==> src/rtl/mem_port_arbiter_if.sv <==
// Bundle of fetch-port, data-port and SRAM-side signals for mem_port_arbiter.
// The slave modport is the arbiter's view; the master modport is the client/SRAM side.
interface mem_port_arbiter_if #(
  parameter int ADDRESS_LEN = 32
);
  logic                   if_req;
  logic [ADDRESS_LEN-1:0] if_addr;
  logic                   if_flush;
  logic [ADDRESS_LEN-1:0] if_rdata;
  logic                   if_ready;
  logic                   if_freeze;

  logic                   mem_rd;
  logic                   mem_wr;
  logic [ADDRESS_LEN-1:0] mem_addr;
  logic [ADDRESS_LEN-1:0] mem_wdata;
  logic [ADDRESS_LEN-1:0] mem_rdata;
  logic                   mem_ready;
  logic                   mem_freeze;

  logic                   sram_en;
  logic                   sram_we;
  logic [ADDRESS_LEN-1:0] sram_addr;
  logic [ADDRESS_LEN-1:0] sram_wdata;
  logic [ADDRESS_LEN-1:0] sram_rdata;

  modport slave (
    input  if_req, if_addr, if_flush,
    input  mem_rd, mem_wr, mem_addr, mem_wdata,
    input  sram_rdata,
    output if_rdata, if_ready, if_freeze,
    output mem_rdata, mem_ready, mem_freeze,
    output sram_en, sram_we, sram_addr, sram_wdata
  );

  modport master (
    output if_req, if_addr, if_flush,
    output mem_rd, mem_wr, mem_addr, mem_wdata,
    output sram_rdata,
    input  if_rdata, if_ready, if_freeze,
    input  mem_rdata, mem_ready, mem_freeze,
    input  sram_en, sram_we, sram_addr, sram_wdata
  );
endinterface

==> src/rtl/mem_port_arbiter.sv <==
// Arbitrates an instruction-fetch port and a data port onto one fixed-latency SRAM.
// Define ARB_ROUND_ROBIN_EN for alternating grants on contention (default: data always wins).
module mem_port_arbiter #(
  parameter int ADDRESS_LEN  = 32,
  parameter int SRAM_LATENCY = 2
) (
  input  logic                  clk,
  input  logic                  rst,
  mem_port_arbiter_if.slave     bus
);

  typedef enum logic [1:0] {
    IDLE   = 2'd0,
    ACCESS = 2'd1,
    RESP   = 2'd2
  } state_t;

  localparam logic [3:0] COUNT_LOAD = 4'(SRAM_LATENCY - 1);

  state_t                 state_reg, state_next;
  logic [3:0]             count_reg, count_next;
  logic                   grant_reg, grant_next;   // 1 = fetch port owns the access
  logic                   we_reg, we_next;
  logic                   flush_reg, flush_next;
  logic [ADDRESS_LEN-1:0] addr_reg, addr_next;
  logic [ADDRESS_LEN-1:0] wdata_reg, wdata_next;
  logic [ADDRESS_LEN-1:0] if_rdata_reg, if_rdata_next;
  logic [ADDRESS_LEN-1:0] mem_rdata_reg, mem_rdata_next;

  logic data_req;
  logic fetch_req;
  logic pick_fetch;

  assign data_req  = bus.mem_rd | bus.mem_wr;
  // A branch in the same cycle makes the presented fetch address stale.
  assign fetch_req = bus.if_req & ~bus.if_flush;

`ifdef ARB_ROUND_ROBIN_EN
  logic last_grant_reg, last_grant_next;   // 1 = fetch was served last

  assign pick_fetch = fetch_req & (~data_req | ~last_grant_reg);

  always_ff @(posedge clk) begin
    if (!rst) begin
      last_grant_reg <= 1'b1;
    end else begin
      last_grant_reg <= last_grant_next;
    end
  end

  always_comb begin
    last_grant_next = last_grant_reg;
    if (state_reg == IDLE && (data_req || fetch_req)) begin
      last_grant_next = pick_fetch;
    end
  end
`else
  assign pick_fetch = fetch_req & ~data_req;
`endif

  always_ff @(posedge clk) begin
    if (!rst) begin
      state_reg     <= IDLE;
      count_reg     <= '0;
      grant_reg     <= 1'b0;
      we_reg        <= 1'b0;
      flush_reg     <= 1'b0;
      addr_reg      <= '0;
      wdata_reg     <= '0;
      if_rdata_reg  <= '0;
      mem_rdata_reg <= '0;
    end else begin
      state_reg     <= state_next;
      count_reg     <= count_next;
      grant_reg     <= grant_next;
      we_reg        <= we_next;
      flush_reg     <= flush_next;
      addr_reg      <= addr_next;
      wdata_reg     <= wdata_next;
      if_rdata_reg  <= if_rdata_next;
      mem_rdata_reg <= mem_rdata_next;
    end
  end

  always_comb begin
    state_next     = state_reg;
    count_next     = count_reg;
    grant_next     = grant_reg;
    we_next        = we_reg;
    flush_next     = flush_reg;
    addr_next      = addr_reg;
    wdata_next     = wdata_reg;
    if_rdata_next  = if_rdata_reg;
    mem_rdata_next = mem_rdata_reg;

    case (state_reg)
      IDLE: begin
        if (data_req || fetch_req) begin
          grant_next = pick_fetch;
          addr_next  = pick_fetch ? bus.if_addr : bus.mem_addr;
          wdata_next = bus.mem_wdata;
          we_next    = ~pick_fetch & bus.mem_wr;
          count_next = COUNT_LOAD;
          flush_next = 1'b0;
          state_next = ACCESS;
        end
      end
      ACCESS: begin
        if (grant_reg && bus.if_flush) begin
          flush_next = 1'b1;
        end
        if (count_reg == 4'd0) begin
          if (!we_reg) begin
            if (grant_reg) begin
              if_rdata_next = bus.sram_rdata;
            end else begin
              mem_rdata_next = bus.sram_rdata;
            end
          end
          state_next = RESP;
        end else begin
          count_next = count_reg - 4'd1;
        end
      end
      RESP: begin
        flush_next = 1'b0;
        state_next = IDLE;
      end
      default: begin
        state_next = IDLE;
      end
    endcase
  end

  logic in_access;
  logic in_resp;

  // Gating with rst keeps strobes quiet for the whole reset cycle, not just after the edge.
  assign in_access = rst & (state_reg == ACCESS);
  assign in_resp   = rst & (state_reg == RESP);

  assign bus.sram_en    = in_access;
  assign bus.sram_we    = in_access & we_reg;
  assign bus.sram_addr  = addr_reg;
  assign bus.sram_wdata = wdata_reg;

  assign bus.if_ready   = in_resp & grant_reg & ~flush_reg & ~bus.if_flush;
  assign bus.mem_ready  = in_resp & ~grant_reg;
  assign bus.if_rdata   = if_rdata_reg;
  assign bus.mem_rdata  = mem_rdata_reg;

  assign bus.if_freeze  = bus.if_req & ~bus.if_ready;
  assign bus.mem_freeze = (bus.mem_rd | bus.mem_wr) & ~bus.mem_ready;

endmodule

==> src/flat_wrapper.sv <==
// flat-port wrapper written by rule: the top's interface ports become plain ports
module mem_port_arbiter_flat 
#(
  parameter int ADDRESS_LEN  = 32,
  parameter int SRAM_LATENCY = 2
)
  (clk, rst, bus_if_req, bus_if_addr, bus_if_flush, bus_mem_rd, bus_mem_wr, bus_mem_addr, bus_mem_wdata, bus_sram_rdata, bus_if_rdata, bus_if_ready, bus_if_freeze, bus_mem_rdata, bus_mem_ready, bus_mem_freeze, bus_sram_en, bus_sram_we, bus_sram_addr, bus_sram_wdata);
  mem_port_arbiter_if #(.ADDRESS_LEN(ADDRESS_LEN)) bus_i ();
  input  logic clk;
  input  logic rst;
  input wire logic [$bits(bus_i.if_req)-1:0] bus_if_req;
  input wire logic [$bits(bus_i.if_addr)-1:0] bus_if_addr;
  input wire logic [$bits(bus_i.if_flush)-1:0] bus_if_flush;
  input wire logic [$bits(bus_i.mem_rd)-1:0] bus_mem_rd;
  input wire logic [$bits(bus_i.mem_wr)-1:0] bus_mem_wr;
  input wire logic [$bits(bus_i.mem_addr)-1:0] bus_mem_addr;
  input wire logic [$bits(bus_i.mem_wdata)-1:0] bus_mem_wdata;
  input wire logic [$bits(bus_i.sram_rdata)-1:0] bus_sram_rdata;
  output wire logic [$bits(bus_i.if_rdata)-1:0] bus_if_rdata;
  output wire logic [$bits(bus_i.if_ready)-1:0] bus_if_ready;
  output wire logic [$bits(bus_i.if_freeze)-1:0] bus_if_freeze;
  output wire logic [$bits(bus_i.mem_rdata)-1:0] bus_mem_rdata;
  output wire logic [$bits(bus_i.mem_ready)-1:0] bus_mem_ready;
  output wire logic [$bits(bus_i.mem_freeze)-1:0] bus_mem_freeze;
  output wire logic [$bits(bus_i.sram_en)-1:0] bus_sram_en;
  output wire logic [$bits(bus_i.sram_we)-1:0] bus_sram_we;
  output wire logic [$bits(bus_i.sram_addr)-1:0] bus_sram_addr;
  output wire logic [$bits(bus_i.sram_wdata)-1:0] bus_sram_wdata;
  assign bus_i.if_req = bus_if_req;
  assign bus_i.if_addr = bus_if_addr;
  assign bus_i.if_flush = bus_if_flush;
  assign bus_i.mem_rd = bus_mem_rd;
  assign bus_i.mem_wr = bus_mem_wr;
  assign bus_i.mem_addr = bus_mem_addr;
  assign bus_i.mem_wdata = bus_mem_wdata;
  assign bus_i.sram_rdata = bus_sram_rdata;
  assign bus_if_rdata = bus_i.if_rdata;
  assign bus_if_ready = bus_i.if_ready;
  assign bus_if_freeze = bus_i.if_freeze;
  assign bus_mem_rdata = bus_i.mem_rdata;
  assign bus_mem_ready = bus_i.mem_ready;
  assign bus_mem_freeze = bus_i.mem_freeze;
  assign bus_sram_en = bus_i.sram_en;
  assign bus_sram_we = bus_i.sram_we;
  assign bus_sram_addr = bus_i.sram_addr;
  assign bus_sram_wdata = bus_i.sram_wdata;
  mem_port_arbiter #(.ADDRESS_LEN(ADDRESS_LEN), .SRAM_LATENCY(SRAM_LATENCY)) u_core (.clk(clk), .rst(rst), .bus(bus_i));
endmodule
==> config.mk <==
export PLATFORM = sky130hd
export DESIGN_NAME = mem_port_arbiter_flat
export DESIGN_NICKNAME = d
export VERILOG_FILES = /design/src/rtl/mem_port_arbiter_if.sv /design/src/rtl/mem_port_arbiter.sv /design/src/flat_wrapper.sv
export SDC_FILE = /design/constraint.sdc
export NUM_CORES = 1
export LEC_CHECK = 0
export ABC_AREA = 1
export CAP_MARGIN = 10
export CORE_MARGIN = 10
export CORE_UTILIZATION = 36
export CTS_BUF_LIST = sky130_fd_sc_hd__clkbuf_8 sky130_fd_sc_hd__clkbuf_16
export DETAILED_ROUTE_END_ITERATION = 8
export PLACE_DENSITY = 0.76
export SKIP_CTS_REPAIR_TIMING = 1
export SYNTH_ARGS = -nofsm -noshare
export SYNTH_HDL_FRONTEND = slang
export SYNTH_SLANG_ARGS = --single-unit
==> constraint.sdc <==
create_clock -name clk -period 1.35 [get_ports clk]
set_input_delay 0.27 -clock clk [delete_from_list [all_inputs] [get_ports clk]]
set_output_delay 0.27 -clock clk [all_outputs]
set_load 0.05 [all_outputs]
==> impl_metrics.csv <==
group,metric,value,unit
floorplanning,die_w,140,µm
clock_network,tritoncts,"yes",
worst_setup_path,r2r_cells,8,
worst_setup_path,worstPathArrival,1.47,ns
grt,track_usage,0.216,
yosys,ys.flop_type,"dfxtp_1",
worst_setup_path,cp-startpoint,"u_core.state_reg[0]",
sta,worst_slack,-0.387,ns
clock_network,numCtsBuffers,17,
drt,wl_per_cell,22.4,µm
worst_setup_path,worst-path-stages,5,
worst_setup_path,startpoint_type,"register",
yosys,synth_area_leader_cell,"dfxtp_1",
grt,overflow,0,
sta,relSlewSlack,0.745,
clock_network,cts-root-buf,"clkbuf_16",
yosys,synth_cell_types,25,
grt,grt_antenna_before_repair,1,
yosys,ys_seq_area_frac,0.530,
cells_and_area,fin_area,11100,µm²
yosys,syn_area_per_cell,7.75,µm²
worst_setup_path,crit_end,"bus_if_ready",
clock_network,htreeDepth,4,
pwr,powerDensity,1580,nW/µm²
clock_network,clockBufferDepth,2,
cells_and_area,area_growth,115,%
pwr,vdd.ir_drop.worst,0.00121,V
worst_setup_path,crit_slowest_cell,"dfxtp_4",
run_status,status,"finished, violations left",
pwr,p_leak,0.00449,µW
sta,fmax,0.576,GHz
floorplanning,die_h,140,µm
worst_setup_path,cp_num_buf_inv,3,
worst_setup_path,reg2reg_slack,-0.27,ns
drt,drc,0,
sta,clock_skew,0.00832,ns
worst_setup_path,worstReg2RegStart,"u_core.state_reg[0]",
grt,grt_pass1_wl,33.6,mm
sta,tightest_slew,0.382,ns
sta,finalSetupViolations,130,
floorplanning,initial_core_util,0.370,
worst_setup_path,crit_fanout,3,
yosys,ys_ff_latch,137,
clock_network,cts_sinks,137,
yosys,syn_area,5170,µm²
clock_network,clk_pin_slew_worst_paths,0.06,ns
run_status,violations,"setup timing",
clock_network,clock_latency,0.42,ns
worst_setup_path,crit_path_end_kind,"output port",
worst_setup_path,cp_top_family,"buffers and inverters",
sta,min_period,1.74,ns
placed_design,place_congestion,0.800,
floorplanning,row_count,43,
sta,drv_slew,0,
floorplanning,num_io_pins,268,
cells_and_area,layout-drive-gt1-share,0.344,
floorplanning,die_area,19600,µm²
worst_setup_path,crit_path_cell_trace,"inv_4 -> nand3_4 -> nor4_4 -> buf_4 -> buf_12",
worst_setup_path,cp.required,1.08,ns
yosys,yosys-top-cells-area,"dfxtp_1 (53%), nand2_1 (10%), nor2_1 (7.6%), o21ai_1 (7.0%), o21ai_0 (5.7%)",
flow_run,cap_violations,0,
drt,ant_nets,0,
yosys,synth_top_area_frac,0.530,
drt,drt_pass1_iterations,6,
drt,drt_iter0_markers,443,
drt,vias,6252,
cells_and_area,finalNetCount,1110,
worst_setup_path,slowest_delay,0.36,ns
floorplanning,core,14000,µm²
drt,viasPerCell,5.35,
sta,hold_viol_final,0,
placed_design,port-buffer-count,267,
hold_path,min_path_type,"in2reg",
yosys,syn_inst,668,
worst_setup_path,reg2reg_to,"u_core.bus.if_rdata[29]",
yosys,syn_nets,804,
yosys,yosysWarnings,0,
grt,grt_pass1_vias,5888,
yosys,synth_edf_count,0,
cells_and_area,utilization,0.796,
placed_design,dp_hpwl,16.5,mm
sta,post-route-period-util,1.29,
placed_design,place_area,9650,µm²
grt,grt_max_degree,45,
yosys,ys_async_sr_fraction,0,
worst_setup_path,path_class,"reg2out",
sta,rsz0062_at_grt,"true",
drt,wirelength,26.2,mm
==> Yosys cell counts, types with 3 or more instances <==
master    number
nor3_1        33
a21oi_1        3
buf_2         11
inv_2          4
inv_1         10
nor2_2         3
o21ai_1       72
a31oi_1       31
nand3_1        7
nand2_1      142
dfxtp_1      137
nor2_1       105
o21ai_0       59
buf_4          9
clkbuf_1      27
==> cell type report <==
type	instances	area [µm²]
inverters	14	72.6
clock inverters	13	130
flip-flops and latches	137	2750
diodes	1	2.50
clock buffers	19	453
repair buffers	336	4890
multi-input cells	468	2600
fillers	781	2860
well taps	180	225
==> metal layers <==
| metal | vias to the layer above | part of all wire | global-route usage |
|---|---|---|---|
| li1 | 2849 | - | - |
| met1 | 3004 | 0.35 | 0.232 |
| met2 | 344 | 0.51 | 0.363 |
| met3 | 55 | 0.11 | 0.113 |
| met4 | 0 | 0.027 | 0.0647 |
| met5 | - | 0 | 0 |
==> through the flow <==
stage          TNS (ns)  power, µW  std cells  hold slack (ns)  worst slack, ns
4_1_cts           -7.65      16500       1143            0.217           -0.446
5_1_grt          -21.50      18100       1168            0.289           -0.437
3_3_place_gp     -31.62      11800       1111            0.470           -0.473
2_1_floorplan    -0.268       8190        668            0.380           -0.235
6_report         -14.45      17600       1168            0.284           -0.387
3_5_place_dp     -33.77      11900       1111            0.474           -0.486
==> power breakdown <==
| part | switching [µW] | internal (µW) | total (µW) |
|---|---|---|---|
| logic | 4020 | 3630 | 7650 |
| registers | 667 | 4630 | 5290 |
| clock network | 1830 | 2800 | 4630 |
==> worst min-delay path, delay by kind of cell <==
| kind | cells | cell delay, ns |
|---|---|---|
| buf+inv | 1 | 0.16 |
| compound gates | 1 | 0.11 |
| simple gates | 1 | 0.10 |
==> layout by cell type (no fill, tap or decap), drive strengths merged, types with 7 or more instances in the layout <==
master and n:
a31oi 31, buf 194, inv 18, nand3 7, nor2 110, dfxtp 137
nor3 33, clkdlybuf4s50 128, o21ai 131, nand2 144, clkbuf 29
==> cell families after synthesis <==
family          count (synthesis)  synth area share
simple gates                  298             0.234
compound gates                168             0.173
flops                         137             0.530
buf+inv                        63            0.0578
fa+ha+maj                       2           0.00484
==> worst min-delay path by stage <==
| stage | start | to | slack [ns] | cells after the start |
|---|---|---|---|---|
| after floorplan | bus_mem_wdata[10] | u_core.bus.sram_wdata[10] | 0.38 | 2 |
| after global placement | u_core.bus.sram_wdata[31] | u_core.bus.sram_wdata[31] | 0.47 | 2 |
| after detailed placement | u_core.bus.sram_wdata[25] | u_core.bus.sram_wdata[25] | 0.47 | 2 |
| after CTS | rst | u_core.we_reg | 0.22 | 3 |
| after global routing | rst | u_core.we_reg | 0.29 | 3 |
| final | rst | u_core.we_reg | 0.28 | 3 |
No activity file was read; power rests on OpenSTA's default activity.
